File: src/rtl/uart_pkg.sv
// Shared UART definitions: receiver state encoding, default frame constants
// and the parity helper used by both the receiver and the transmitter.
package uart_pkg;

    localparam int unsigned OVERSAMPLE_DEF = 16;
    localparam int unsigned DATA_BITS_DEF  = 8;
    localparam int unsigned DATA_BITS_MAX  = 8;

    localparam logic [2:0] ST_IDLE   = 3'd0;
    localparam logic [2:0] ST_START  = 3'd1;
    localparam logic [2:0] ST_DATA   = 3'd2;
    localparam logic [2:0] ST_PARITY = 3'd3;
    localparam logic [2:0] ST_STOP   = 3'd4;

    typedef enum logic [2:0] {
        IDLE   = ST_IDLE,
        START  = ST_START,
        DATA   = ST_DATA,
        PARITY = ST_PARITY,
        STOP   = ST_STOP
    } rx_state_t;

    // Parity bit for a right-aligned character whose unused upper bits are zero.
    function automatic logic parity_calc(input logic [DATA_BITS_MAX-1:0] data,
                                         input logic odd);
        return odd ^ (^data);
    endfunction

endpackage

File: src/rtl/uart_sync2.sv
// Two-flop synchroniser for an asynchronous single-bit input; both flops
// reset to RESET_VAL so the output never shows a spurious edge after reset.
module uart_sync2 #(
    parameter logic RESET_VAL = 1'b1
) (
    input  logic clk,
    input  logic reset,
    input  logic d,
    output logic q
);

    logic meta;

    always_ff @(posedge clk) begin
        if (reset) begin
            meta <= RESET_VAL;
            q    <= RESET_VAL;
        end else begin
            meta <= d;
            q    <= meta;
        end
    end

endmodule

File: src/rtl/uart_rx_frontend.sv
// UART receive front end: synchronises rx_in, qualifies the start bit at its
// centre, samples data/parity/stop from the oversampled tick and presents one byte per frame.
module uart_rx_frontend
    import uart_pkg::*;
#(
    parameter int unsigned OVERSAMPLE = OVERSAMPLE_DEF,
    parameter int unsigned DATA_BITS  = DATA_BITS_DEF,
    parameter int unsigned PARITY_EN  = 1,
    parameter int unsigned PARITY_ODD = 0
) (
    input  logic                 clk,
    input  logic                 reset,
    input  logic                 baud_tick,
    input  logic                 rx_in,
    output logic                 de_strtbit,
    output logic [DATA_BITS-1:0] data_out,
    output logic                 data_valid,
    output logic                 parity_error,
    output logic                 framing_error,
    output logic                 busy
);

    localparam int unsigned OS_W  = $clog2(OVERSAMPLE);
    localparam int unsigned BIT_W = $clog2(DATA_BITS);

    localparam logic [OS_W-1:0]  OS_MID   = OS_W'(OVERSAMPLE / 2 - 1);
    localparam logic [OS_W-1:0]  OS_LAST  = OS_W'(OVERSAMPLE - 1);
    localparam logic [BIT_W-1:0] BIT_LAST = BIT_W'(DATA_BITS - 1);

    rx_state_t            state;
    logic [OS_W-1:0]      os_cnt;
    logic [BIT_W-1:0]     bit_cnt;
    logic [DATA_BITS-1:0] shreg;
    logic                 par_err;
    logic                 need_high;
    logic                 rx_s;
    logic                 bit_centre;

    uart_sync2 #(
        .RESET_VAL (1'b1)
    ) u_sync (
        .clk   (clk),
        .reset (reset),
        .d     (rx_in),
        .q     (rx_s)
    );

    assign bit_centre = (os_cnt == OS_LAST);

    // Frame FSM; everything advances only on baud_tick, pulses last one clk.
    always_ff @(posedge clk) begin
        if (reset) begin
            state         <= IDLE;
            os_cnt        <= '0;
            bit_cnt       <= '0;
            shreg         <= '0;
            par_err       <= 1'b0;
            need_high     <= 1'b0;
            de_strtbit    <= 1'b0;
            data_valid    <= 1'b0;
            busy          <= 1'b0;
            data_out      <= '0;
            parity_error  <= 1'b0;
            framing_error <= 1'b0;
        end else begin
            de_strtbit <= 1'b0;
            data_valid <= 1'b0;
            if (baud_tick) begin
                unique case (state)
                    IDLE: begin
                        // After a low stop bit, a break must end before a new start counts.
                        if (need_high) begin
                            if (rx_s) begin
                                need_high <= 1'b0;
                            end
                        end else if (!rx_s) begin
                            state  <= START;
                            os_cnt <= '0;
                            busy   <= 1'b1;
                        end
                    end
                    START: begin
                        if (os_cnt == OS_MID) begin
                            if (!rx_s) begin
                                de_strtbit <= 1'b1;
                                os_cnt     <= '0;
                                bit_cnt    <= '0;
                                state      <= DATA;
                            end else begin
                                state <= IDLE;
                                busy  <= 1'b0;
                            end
                        end else begin
                            os_cnt <= os_cnt + OS_W'(1);
                        end
                    end
                    DATA: begin
                        if (bit_centre) begin
                            os_cnt <= '0;
                            shreg  <= {rx_s, shreg[DATA_BITS-1:1]};
                            if (bit_cnt == BIT_LAST) begin
                                state <= (PARITY_EN != 0) ? PARITY : STOP;
                            end else begin
                                bit_cnt <= bit_cnt + BIT_W'(1);
                            end
                        end else begin
                            os_cnt <= os_cnt + OS_W'(1);
                        end
                    end
                    PARITY: begin
                        if (bit_centre) begin
                            os_cnt  <= '0;
                            par_err <= parity_calc(DATA_BITS_MAX'(shreg), PARITY_ODD != 0) ^ rx_s;
                            state   <= STOP;
                        end else begin
                            os_cnt <= os_cnt + OS_W'(1);
                        end
                    end
                    STOP: begin
                        if (bit_centre) begin
                            os_cnt        <= '0;
                            data_out      <= shreg;
                            parity_error  <= par_err;
                            framing_error <= !rx_s;
                            need_high     <= !rx_s;
                            data_valid    <= 1'b1;
                            busy          <= 1'b0;
                            state         <= IDLE;
                        end else begin
                            os_cnt <= os_cnt + OS_W'(1);
                        end
                    end
                    default: begin
                        state <= IDLE;
                        busy  <= 1'b0;
                    end
                endcase
            end
        end
    end

endmodule

File: config.mk
export PLATFORM = sky130hd
export DESIGN_NAME = uart_rx_frontend
export DESIGN_NICKNAME = d
export VERILOG_FILES = /design/src/rtl/uart_pkg.sv /design/src/rtl/uart_sync2.sv /design/src/rtl/uart_rx_frontend.sv
export SDC_FILE = /design/constraint.sdc
export NUM_CORES = 1
export LEC_CHECK = 0
export CORE_AREA = 5 5 77 51
export DETAILED_ROUTE_END_ITERATION = 16
export DIE_AREA = 0 0 82 56
export PLACE_DENSITY = 0.85
export SLEW_MARGIN = 10
export SYNTH_ARGS = -nofsm -noshare
export SYNTH_HDL_FRONTEND = slang
export SYNTH_HIERARCHICAL = 1
export SYNTH_SLANG_ARGS = --single-unit
File: constraint.sdc
create_clock -name clk -period 3.05 [get_ports clk]
set_clock_uncertainty 0.1 [all_clocks]
set_input_delay 0.915 -clock clk [delete_from_list [all_inputs] [get_ports clk]]
set_output_delay 0.915 -clock clk [all_outputs]
set_load 0.02 [all_outputs]
* Word level (Yosys, flattened, before mapping) *
Index checks and enable logic that the tools add are counted.

word-level totals
  bits in latches = 0
  memory bits (writable) = 0
  memories = 0
  output and inout port bits = 13
  input port bits = 4
  register bits after elaboration = 35
  memory bits (read-only) = 0

cells by class
  bitwise operators = 6
  $add $sub $neg = 2
  magnitude comparators = 0
  multiply operators = 0
  reductions and logical operators = 18
  div/mod/pow operators = 0
  shift operators = 0
  eq/ne operators = 17
  muxes and demuxes = 30

operator list
  cell                   count
  $mux W3                11
  $ne A2 B2 Y1 const B   9
  $mux W4                4
  $pmux W3 S5            1
  $reduce_and A3 Y1      5
  $pmux W4 S3            1
  $mux W1                9
  $reduce_and A8 Y1      1
  $reduce_xor A8 Y1      1
  $reduce_and A7 Y1      1
  $eq A3 B2 Y1 const B   2
  $eq A3 B3 Y1 const B   2
  $pmux W3 S2            1
  $reduce_and A6 Y1      1
  $reduce_or A3 Y1       2
  $not A1 Y1             5
  $add A4 B1 Y4 const B  1
  $eq A4 B3 Y1 const B   1
  $eq A4 B4 Y1 const B   1
  $pmux W1 S4            1
  $reduce_bool A2 Y1     2
  $reduce_or A4 Y1       1
  $add A3 B1 Y3 const B  1
  $eq A3 B1 Y1 const B   1
  8 further kinds        8

* Longest topological paths before layout *
Gate-level depths: netlist of run 1.

  word-level depth = 4
  mapped depth = 7
  gate-level depth less buffers = 6

* Cells and area by module *
Netlist of run 1, hierarchy kept.

by module, submodules not included
  module            instances  cells each  area each (µm²)
  uart_rx_frontend  1          205         1,747.9
  uart_sync2        1          4           52.6

* Worst setup path before layout of run 1 *
No wires, ideal clock.

  path kind = input to register
  start = in baud_tick
  end = reg par_err
  path buffers = 1
  arrival = 1,940 ps
  library setup time = 95 ps
  cell stages on the path = 5
  slack = 914 ps
  required time = 2,855 ps
  cell sequence = buf_2 -> and2b_2 -> nand4_4 -> or4b_1 -> o311ai_1

on the way
  cells in the longest elaborated chain, start to end = 1

ends and longest elaborated chain
  element                      line                     source
  from (decl)                  uart_rx_frontend.sv:13   input logic baud_tick,
  $reduce_and A3 Y1 (no line)  -
  to (signal assigned)         uart_rx_frontend.sv:113  par_err <= parity_calc(DATA_BITS_MAX'(shreg), PARITY_ODD != 0) ^ rx_s;
  to (decl)                    uart_rx_frontend.sv:34   logic par_err;

No other way between the ends.
A chain may end at the register's enable or synchronous reset.

* Worst setup path in the final report of run 1 *
Same ends and word-level chain as after synthesis.

==> results of run 1 <==
-- state kept, by name (all words and copies together) (netlist names) --
signal,cells
shreg,8
par_err,1
data_valid,1
busy,1
need_high,1
de_strtbit,1
os_cnt,4
framing_error,1
data_out,8
u_sync/meta,1
u_sync/q,1
state,3
parity_error,1
bit_cnt,3
-- placed cells by master, fill, tap and decap left out, drive strengths merged, types with 2 or more instances in the layout --
| cell type | synthesis | final |
|---|---|---|
| and4 | 2 | 2 |
| xor2 | 3 | 3 |
| inv | 5 | 5 |
| or4b | 2 | 2 |
| or2 | 3 | 3 |
| mux2i | 8 | 8 |
| o211ai | 2 | 2 |
| nor3 | 3 | 3 |
| dfxtp | 35 | 35 |
| buf | 13 | 4 |
| nor2 | 16 | 16 |
| xnor2 | 4 | 4 |
| clkdlybuf4s50 | 0 | 16 |
| ha | 3 | 3 |
| nor3b | 4 | 4 |
| clkinv | 0 | 2 |
| nand4b | 3 | 3 |
| a21oi | 23 | 23 |
| clkbuf | 5 | 5 |
| nand4 | 7 | 7 |
| and3 | 3 | 3 |
| nor2b | 2 | 2 |
| nand3 | 6 | 6 |
| nand2 | 22 | 22 |
| o21ai | 10 | 10 |
| o21a | 2 | 2 |
| a31oi | 2 | 2 |
| a31o | 2 | 2 |
| nand2b | 3 | 3 |
-- synth_stat cells (all sizes together), types with 2 or more instances --
cell	n
dfxtp	35
a21oi	23
nand2	22
nor2	16
buf	13
o21ai	10
mux2i	8
nand4	7
nand3	6
clkbuf	5
inv	5
nor3b	4
xnor2	4
and3	3
ha	3
nand2b	3
nand4b	3
nor3	3
or2	3
xor2	3
a31o	2
a31oi	2
and4	2
nor2b	2
o211ai	2
o21a	2
or4b	2
-- critical path, cell delays in order --
cell	delay, ns
clkdlybuf4s50_1	0.65
and2b_2	0.26
nand4_4	0.13
or4b_1	0.53
o311ai_1	0.09
-- stage by stage --
| stage | total power (W) | instances | util (%) | cell area [sq um] | setup slack, ns |
|---|---|---|---|---|---|
| 3_3_place_gp | 0.000548 | 256 | 62.2 | 1940 | 0.353 |
| 2_1_floorplan | 0.000534 | 209 | - | 1800 | 0.914 |
| 4_1_cts | 0.000962 | 264 | 65.8 | 2050 | 0.591 |
| 6_report | 0.000958 | 264 | 65.8 | 2050 | 0.571 |
| 5_1_grt | 0.000993 | 264 | 65.8 | 2050 | 0.505 |
| 3_5_place_dp | 0.000548 | 256 | 62.2 | 1940 | 0.325 |
-- logic make-up after synthesis --
family | share of synthesized area [%]
AO/OA/AOI/OAI | 18.3
AND/OR/NAND/NOR | 24.7
flip-flops | 38.9
buffers and inverters | 6.88
adder cells (fa/ha/maj) | 2.09
XOR/XNOR | 4.66
multiplexers | 4.45
-- per-layer routing --
metal / GRT usage (%) / share of wire (%) / wire [um]
met5: 0 / 0 / 0
met4: 6.87 / 2.3 / 94
met3: 6.47 / 8.4 / 342
met2: 23.2 / 39 / 1590
met1: 30.4 / 50 / 2040
-- final cells by class --
cell class	instances	area, sq um	area share (%)
multi-input combinational	151	976	47.5
timing repair buffer	20	190	9.26
sequential	35	701	34.1
tap	45	56.3	2.74
clock buffer	5	68.8	3.35
inverter	5	18.8	0.914
clock inverter	3	43.8	2.13
-- how the worst max path moves through the flow --
stage               from  depth (start not counted)                    to
6_report       baud_tick                          5  par_err$_SDFFE_PP0P_
5_1_grt        baud_tick                          5  par_err$_SDFFE_PP0P_
4_1_cts        baud_tick                          5  par_err$_SDFFE_PP0P_
3_5_place_dp   baud_tick                          5  par_err$_SDFFE_PP0P_
3_3_place_gp   baud_tick                          5  par_err$_SDFFE_PP0P_
2_1_floorplan  baud_tick                          5  par_err$_SDFFE_PP0P_
-- power by group through the flow --
stage | Combinational [W] | Sequential [W] | Clock [W]
2_1_floorplan | 0.0000596 | 0.000474 | 0
3_3_place_gp | 0.0000674 | 0.000480 | 0
3_5_place_dp | 0.0000681 | 0.000480 | 0
4_1_cts | 0.0000687 | 0.000470 | 0.000424
5_1_grt | 0.0000769 | 0.000471 | 0.000446
6_report | 0.0000705 | 0.000470 | 0.000417
==> metrics, run 1 <==
Detail Placement HPWL=2750 um; R2R cell count=5; class of the worst hold path=flop to flop; VDD IR max=0.405 mV; H-tree Lvls=2; Vias/cell=5.91; Clock Sinks=35; Slew HR=64.4%; Cell Rows=16; Worst Hold Depth=1; Tcrit/Tclk final=81.3%; post-route setup TNS=0 ns; NetSw=0.000226 W; via count=1,559; pwr dens=466 mW/mm^2; layout cells sized above 1=9.59%; die height=56 um; global-route usage over all layers=19.3%; Final ANT Viol Nets=0; crit-path max FO=10; Post-CTS Setup Bufs=0; Diodes inserted=0; Arr. time, crit path=2.58 ns; Max Cap Viol=0; reg-to-reg endpoint=shreg[0]$_SDFFE_PP0P_; Resize count post-CTS=0; ys async rst share=0%; Tmin final=2.48 ns; post-synth top area cell=dfxtp_1; Switching Fraction=23.6%; Initial Util=57.7%; WHS Endpoint=u_sync/q$_SDFF_PP1_; post-synthesis cell count=209; CTS tree=done; part of the Yosys area used for sequential elements=38.9%; CTS Root Cell=clkbuf_8; drt drc=0; initial antenna violation count=0; top post-synthesis cells by area=dfxtp_1 39%, a21oi_1 6.4%, nand2_1 4.6%, mux2i_1 4.4%, nor2_1 3.3%; final hold viol count=0; leakage=0.733 nW; Mapped Area=0.00180 sq mm; starting DRC count in detailed routing=185; worst hold start=u_sync/meta$_SDFF_PP1_; IO buf count=16; post-cts hold buffer count=0; Max Buffers Root-to-Sink=2; vias in the first global route=1,331; reg-to-reg startpoint=os_cnt[0]$_SDFFE_PP0P_; TritonCTS buffer count=5; Final Max Slew Viols=0; P&R area growth vs syn=14.1%; Die ar.=0.00459 sq mm; CP endpoint kind=flop; core region area=0.00312 sq mm; Syn Nets=216; WL final=4070 um; flop-to-flop setup slack=0.84 ns; outcome=complete, no violations; wire length per cell=15.4 um; clock-pin transition on the worst setup and hold timing paths=0.07 ns; Placer Congestion=0.872; internal power=0.000732 W; clk_lat worst skew=0.29 ns; combinational power share=7.4%; fmax=403 MHz; global route total overflow=0; Top FF cell, synth=dfxtp_1; post-synth top area share=38.9%; slew at the pin closest to its max-slew limit=0.533 ns; register bit total from synthesis=35; Unique masters post-synth=48; Fill cells=281; smallest hold slack=0.309 ns; WP data required=3.15 ns; first-pass GRT wire length=6830 um; EDFF count, synth=0; final setup fails=0; power share of the sequential group=49.1%; Crit Path Class=input port to flop; drt first pass iters=4; I/O Pins=17; post-synthesis area per instance=8.61 sq um; YS warnings=6; Nets=225; largest net degree at the start of global routing=26; RSZ-0062 raised after global routing=false; clock power share=43.6%; Critical Path Source Type=input port; Die Width=82 um
Note: power is estimated with default switching activity, not from simulation.
==> run 2: changes to the inputs <==
- CORE_AREA: 5 5 77 51 -> 5 5 80 52
- DIE_AREA: 0 0 82 56 -> 0 0 85 57
- PLACE_DENSITY: 0.85 -> 0.8
- clock period: 3.05 -> 2.5 ns (I/O delays scaled with it)
==> run 2 against run 1 <==
  * Via count fell by 2.4%
  * Register-to-register slack got worse by 0.36 ns
  * Core utilization down 5.7 points
  * Routed wire length down 7.0%
  * Sequential share of layout area decreased by 0.27 points
  * Sequential power increased by 23%
  * Largest power group unchanged
  * Clock power down 7.2%
  * Design area grew 0.79%
  * Combinational power grew 18%
  * Highest routed layer unchanged
  * Die area is 5.5% higher
==> metrics, run 2 (same netlist as run 1, synthesis figures left out) <==
Diodes inserted=0 (unchanged); Tcrit/Tclk final=85.1%; setup ws final=0.372 ns (-0.200 ns); Clock Sinks=35 (unchanged); CP endpoint kind=flop; Post-CTS Setup Bufs=0 (unchanged); vias in the first global route=1,352 (+1.6%); starting DRC count in detailed routing=83 (-55%); clock power share=37.0% (-6.6 points); drt drc=0 (unchanged); smallest hold slack=0.304 ns (-0.00533 ns); top flop regs=data_out: 8 flops, shreg: 8 flops, os_cnt: 4 flops; final setup fails=0 (unchanged); Critical Path Source Type=input port; crit-path max FO=4 (-6); core region area=0.00345 sq mm (+10%); fmax=470 MHz; reg-to-reg startpoint=os_cnt[0]$_SDFFE_PP0P_; post-cts hold buffer count=0 (unchanged); crit path max-delay cell type=or4b_1; Max Cap Viol=0 (unchanged); drt first pass iters=5 (+1); CTS Root Cell=clkbuf_8; Placer Congestion=0.895 (+2.6%); outcome=complete, no violations; clock-pin transition on the worst setup and hold timing paths=0.07 ns (about the same); TritonCTS buffer count=5 (unchanged); Die ar.=0.00485 sq mm (+5.5%); Detail Placement HPWL=2710 um (-1.2%); clk_lat worst skew=0.29 ns (about the same); post-route setup TNS=0 ns (unchanged); Crit Path Class=input port to flop; Slew HR=54.4% (-10 points); critical path's top delay family=simple AND/OR/NAND/NOR gates; largest net degree at the start of global routing=22 (-15%); internal power=0.000795 W (+8.6%); Die Width=85 um (+3.7%); reg-to-reg endpoint=par_err$_SDFFE_PP0P_; R2R cell count=5 (unchanged); Worst Hold Depth=1 (unchanged); fin area=0.00207 sq mm (+0.79%); most frequent cells in the layout=35 x dfxtp_1, 23 x a21oi_1, 22 x nand2_1; post-layout util=60.1% (-5.7 points); Resize count post-CTS=0 (unchanged); Tmin final=2.13 ns; power share of the sequential group=55.1% (+6.0 points); CTS tree=done; pwr dens=506 mW/mm^2 (+8.5%); Switching Fraction=24.1% (+0.58 points); RSZ-0062 raised after global routing=false; final hold viol count=0 (unchanged); global-route usage over all layers=17.2% (-2.1 points); WHS Endpoint=u_sync/q$_SDFF_PP1_; Max Buffers Root-to-Sink=2 (unchanged); placed inst area=0.00199 sq mm (+2.4%); WP data required=2.59 ns (-0.56 ns); first-pass GRT wire length=6580 um (-3.6%); most common cell after layout, fill and taps aside=dfxtp_1; Arr. time, crit path=2.22 ns (-0.36 ns); die height=57 um (+1.8%); layout cells sized above 1=11.1% (+1.5 points); Placement Setup Slack=0.0846 ns (-0.240 ns); CP max stage delay=0.53 ns (-0.12 ns); Vias/cell=5.59 (-5.3%); Initial Util=52.3% (-5.4 points); Final ANT Viol Nets=0 (unchanged); worst hold start=u_sync/meta$_SDFF_PP1_; P&R area growth vs syn=15.0%; NetSw=0.000253 W (+12%); Cell Rows=17 (+1); wire length per cell=13.9 um (-9.7%); I/O Pins=17 (unchanged); slew at the pin closest to its max-slew limit=0.683 ns (+0.150 ns); IO buf count=16 (unchanged); class of the worst hold path=flop to flop; via count=1,521 (-2.4%); initial antenna violation count=0 (unchanged); combinational power share=7.9% (+0.5 points); WL final=3790 um (-7.0%); flop-to-flop setup slack=0.48 ns (-0.36 ns); Buf/Inv on CP=1 (unchanged); H-tree Lvls=2 (unchanged); global route total overflow=0 (unchanged); leakage=0.748 nW (+2.0%); Final Max Slew Viols=0 (unchanged); Nets=231 (+2.7%); VDD IR max=0.308 mV (-24%); crit-path cells=clkdlybuf4s50_1, and2b_2, nand4_4, or4b_1, o311ai_1
-- run 2: changes by cell type in the layout (fill, tap and decap cells not counted) --
cell | before | now
bufinv_16 | 1 | 0
buf_4 | 4 | 10
clkbuf_1 | 0 | 2
clkinv_4 | 1 | 0
-- run 2: metrics by stage --
step                      cells  total power [W]
after floorplan             209         0.000651
after global placement      264         0.000672
after detailed placement    264         0.000672
after CTS                   272          0.00106
after global routing        272          0.00110
final                       272          0.00105
-- run 2: worst max path at each step --
stage,depth (start not counted),start,endpoint
2_1_floorplan,5,baud_tick,par_err$_SDFFE_PP0P_
3_3_place_gp,5,baud_tick,par_err$_SDFFE_PP0P_
3_5_place_dp,5,baud_tick,par_err$_SDFFE_PP0P_
4_1_cts,5,baud_tick,par_err$_SDFFE_PP0P_
5_1_grt,5,os_cnt[0]$_SDFFE_PP0P_,framing_error$_SDFFE_PP0P_
6_report,5,baud_tick,par_err$_SDFFE_PP0P_
-- run 2: cell type report --
type,instances,area [sq um]
fillers,315,1380
multi-input cells,151,976
flip-flops and latches,35,701
repair buffers,26,235
clock buffers,7,76.3
well taps,47,58.8
inverters,5,18.8
clock inverters,1,5.00
-- run 2: worst register-to-register path, delay by kind of cell, from the launching register on --
family | cells | cell delay (ns)
simple gates | 3 | 1.06
flops | 1 | 0.36
fa+ha+maj | 1 | 0.30
compound gates | 1 | 0.10
-- run 2: power groups by stage --
stage,Sequential (W),Combinational [W],Clock (W)
finish,0.000578,0.0000829,0.000387
global route,0.000579,0.0000910,0.000432
CTS,0.000577,0.0000824,0.000398
detailed placement,0.000590,0.0000818,0
global placement,0.000590,0.0000816,0
floorplan,0.000578,0.0000728,0
-- run 2: metal layers --
| layer | vias to the layer above | part of all wire, % | global-route usage [%] |
|---|---|---|---|
| met4 | 0 | 1.5 | 7.90 |
| met2 | 47 | 37 | 21.6 |
| met1 | 692 | 54 | 25.9 |
| met3 | 4 | 7.3 | 5.63 |
| met5 | - | 0 | 0 |
| li1 | 778 | - | - |
==> run 3: changes to the inputs <==
- CORE_AREA: 5 5 80 52 -> 5 5 70 59
- DIE_AREA: 0 0 85 57 -> 0 0 75 64
- GPL_TIMING_DRIVEN: default -> 0
==> run 3 against run 2 <==
  * Critical path depth decreased by 4
  * Clock-buffer cell count down 1
  * Worst hold slack improved by 0.021 ns
  * Sequential share of layout area is 0.32 points lower
  * Design area rose by 0.97%
  * Sequential power decreased by 2%
  * Fmax rose by 2.9%
  * Register-to-register slack gained 0.02 ns
==> metrics, run 3 (same netlist as run 1, synthesis figures left out) <==
Fill cells=309 (-1.9%); reg-to-reg startpoint=os_cnt[0]$_SDFFE_PP0P_; drt first pass iters=4 (-1); Detail Placement HPWL=2780 um (+2.5%); die height=64 um (+12%); drt drc=0 (unchanged); Tmin final=2.07 ns (-0.0590 ns); clk_lat worst skew=0.28 ns (about the same); Diodes inserted=0 (unchanged); via count=1,563 (+2.8%); Tcrit/Tclk final=82.8% (-2.4 points); Crit Path Class=flop to output port; vias in the first global route=1,480 (+9.5%); top flop regs=data_out: 8 flops, shreg: 8 flops, os_cnt: 4 flops; post-layout power=0.00108 W (+2.6%); RSZ-0062 raised after global routing=false; VDD IR max=0.373 mV (+21%); FF+latch area=701 sq um (unchanged); Nets=238 (+3.0%); R2R cell count=6 (+1); crit-path cells=clkdlybuf4s50_1; initial antenna violation count=0 (unchanged); CTS Root Cell=clkbuf_8; Max Buffers Root-to-Sink=2 (unchanged); Max Cap Viol=0 (unchanged); clock-pin transition on the worst setup and hold timing paths=0.07 ns (about the same); IO buf count=15 (-1); first-pass GRT wire length=6910 um (+5.0%); Critical Path Source Type=flop; I/O Pins=17 (unchanged); most frequent cells in the layout=35 x dfxtp_1, 23 x a21oi_1, 22 x nand2_1; global-route usage over all layers=18.3% (+1.1 points); pwr dens=514 mW/mm^2 (+1.6%); layout cells sized above 1=12.6% (+1.4 points); worst hold start=u_sync/meta$_SDFF_PP1_; most common cell after layout, fill and taps aside=dfxtp_1; WL final=4120 um (+8.7%); wire length per cell=15.1 um (+8.3%); WHS Endpoint=u_sync/q$_SDFF_PP1_; Arr. time, crit path=1.22 ns (-1.00 ns); TritonCTS buffer count=5 (unchanged); final setup fails=0 (unchanged); fmax=483 MHz (+2.9%); Worst Hold Depth=1 (unchanged); core region area=0.00335 sq mm (-2.7%); critical path's top delay family=buffers and inverters; class of the worst hold path=flop to flop; post-cts hold buffer count=0 (unchanged); Slew HR=64.0% (+9.6 points); Die Width=75 um (-12%); CP endpoint kind=output port; outcome=complete, no violations; Vias/cell=5.73 (+2.4%); starting DRC count in detailed routing=75 (-9.6%); global route total overflow=0 (unchanged); Cell Rows=19 (+2); Final ANT Viol Nets=0 (unchanged); largest net degree at the start of global routing=11 (-50%); P&R area growth vs syn=16.1%; post-route setup TNS=0 ns (unchanged); leakage=0.773 nW (+3.4%); Final Max Slew Viols=0 (unchanged); flop-to-flop setup slack=0.50 ns (+0.02 ns); crit-path max FO=2 (-2); Buf/Inv on CP=1 (unchanged); reg-to-reg endpoint=par_err$_SDFFE_PP0P_; WP data required=1.65 ns (-0.94 ns); CTS tree=done; Die ar.=0.00480 sq mm (-0.93%); Clock Sinks=35 (unchanged); Multi-input gate area=976 sq um (unchanged); Placer Congestion=0.861 (-3.8%); crit path max-delay cell type=clkdlybuf4s50_1; Initial Util=53.7% (+1.5 points); Post-CTS Setup Bufs=0 (unchanged); Resize count post-CTS=0 (unchanged); slew at the pin closest to its max-slew limit=0.540 ns (-0.143 ns); CP max stage delay=0.60 ns (+0.07 ns); smallest hold slack=0.325 ns (+0.0209 ns); final hold viol count=0 (unchanged); H-tree Lvls=2 (unchanged)
-- run 3: cell count changes in the layout (fill, tap and decap cells not counted), sizes merged --
cell and change:
buf +3, clkbuf +4, clkdlybuf4s50 -1
-- run 3: report_power, final --
part	leakage [nW]	switching, W	internal, W
Combinational	0.444	0.0000616	0.0000370
Clock	0.0470	0.000195	0.000216
Sequential	0.282	0.00000280	0.000563
-- run 3: stage by stage --
stage / util (%) / worst slack (ns) / std cells / instance area [sq um]
finish: 62.4 / 0.431 / 273 / 2090
floorplan: - / 0.529 / 209 / 1800
global placement: 59.8 / 0.262 / 266 / 2000
CTS: 62.4 / 0.425 / 273 / 2090
detailed placement: 59.8 / 0.206 / 266 / 2000
global route: 62.4 / 0.384 / 273 / 2090
-- run 3: area by class of cell --
cell class | count | area share (%)
Buffer | 18 | 5.03
Clock buffer | 6 | 3.95
Clock inverter | 1 | 0.239
Inverter | 5 | 0.898
Multi-Input combinational cell | 151 | 46.7
Sequential cell | 35 | 33.5
Tap cell | 42 | 2.51
Timing Repair Buffer | 15 | 7.18
-- run 3: worst max-delay path by stage --
stage / end / slack (ns) / start / cells after the start
after global routing: data_out[1] / 0.38 / data_out[1]$_SDFFE_PP0P_ / 1
after detailed placement: bit_cnt[0]$_SDFFE_PP0P_ / 0.21 / reset / 4
after CTS: data_out[0] / 0.42 / data_out[0]$_SDFFE_PP0P_ / 1
after global placement: bit_cnt[0]$_SDFFE_PP0P_ / 0.26 / reset / 4
after floorplan: par_err$_SDFFE_PP0P_ / 0.53 / baud_tick / 5
final: data_out[4] / 0.43 / data_out[4]$_SDFFE_PP0P_ / 1
-- run 3: worst register-to-register path: stages (launching register included) --
cell and delay (ns):
dfxtp_1 0.38, ha_1 0.34, and3_1 0.22, buf_6 0.13, nand4_4 0.12, or4b_1 0.52, o311ai_1 0.10
-- run 3: metal layers --
metal  wire length [um]  track usage [%]  up-vias
li1                   -                -      790
met1               2080             26.7      730
met2               1770             27.0       39
met3                237             4.70        4
met4                 27             4.00        0
met5                  0                0        -
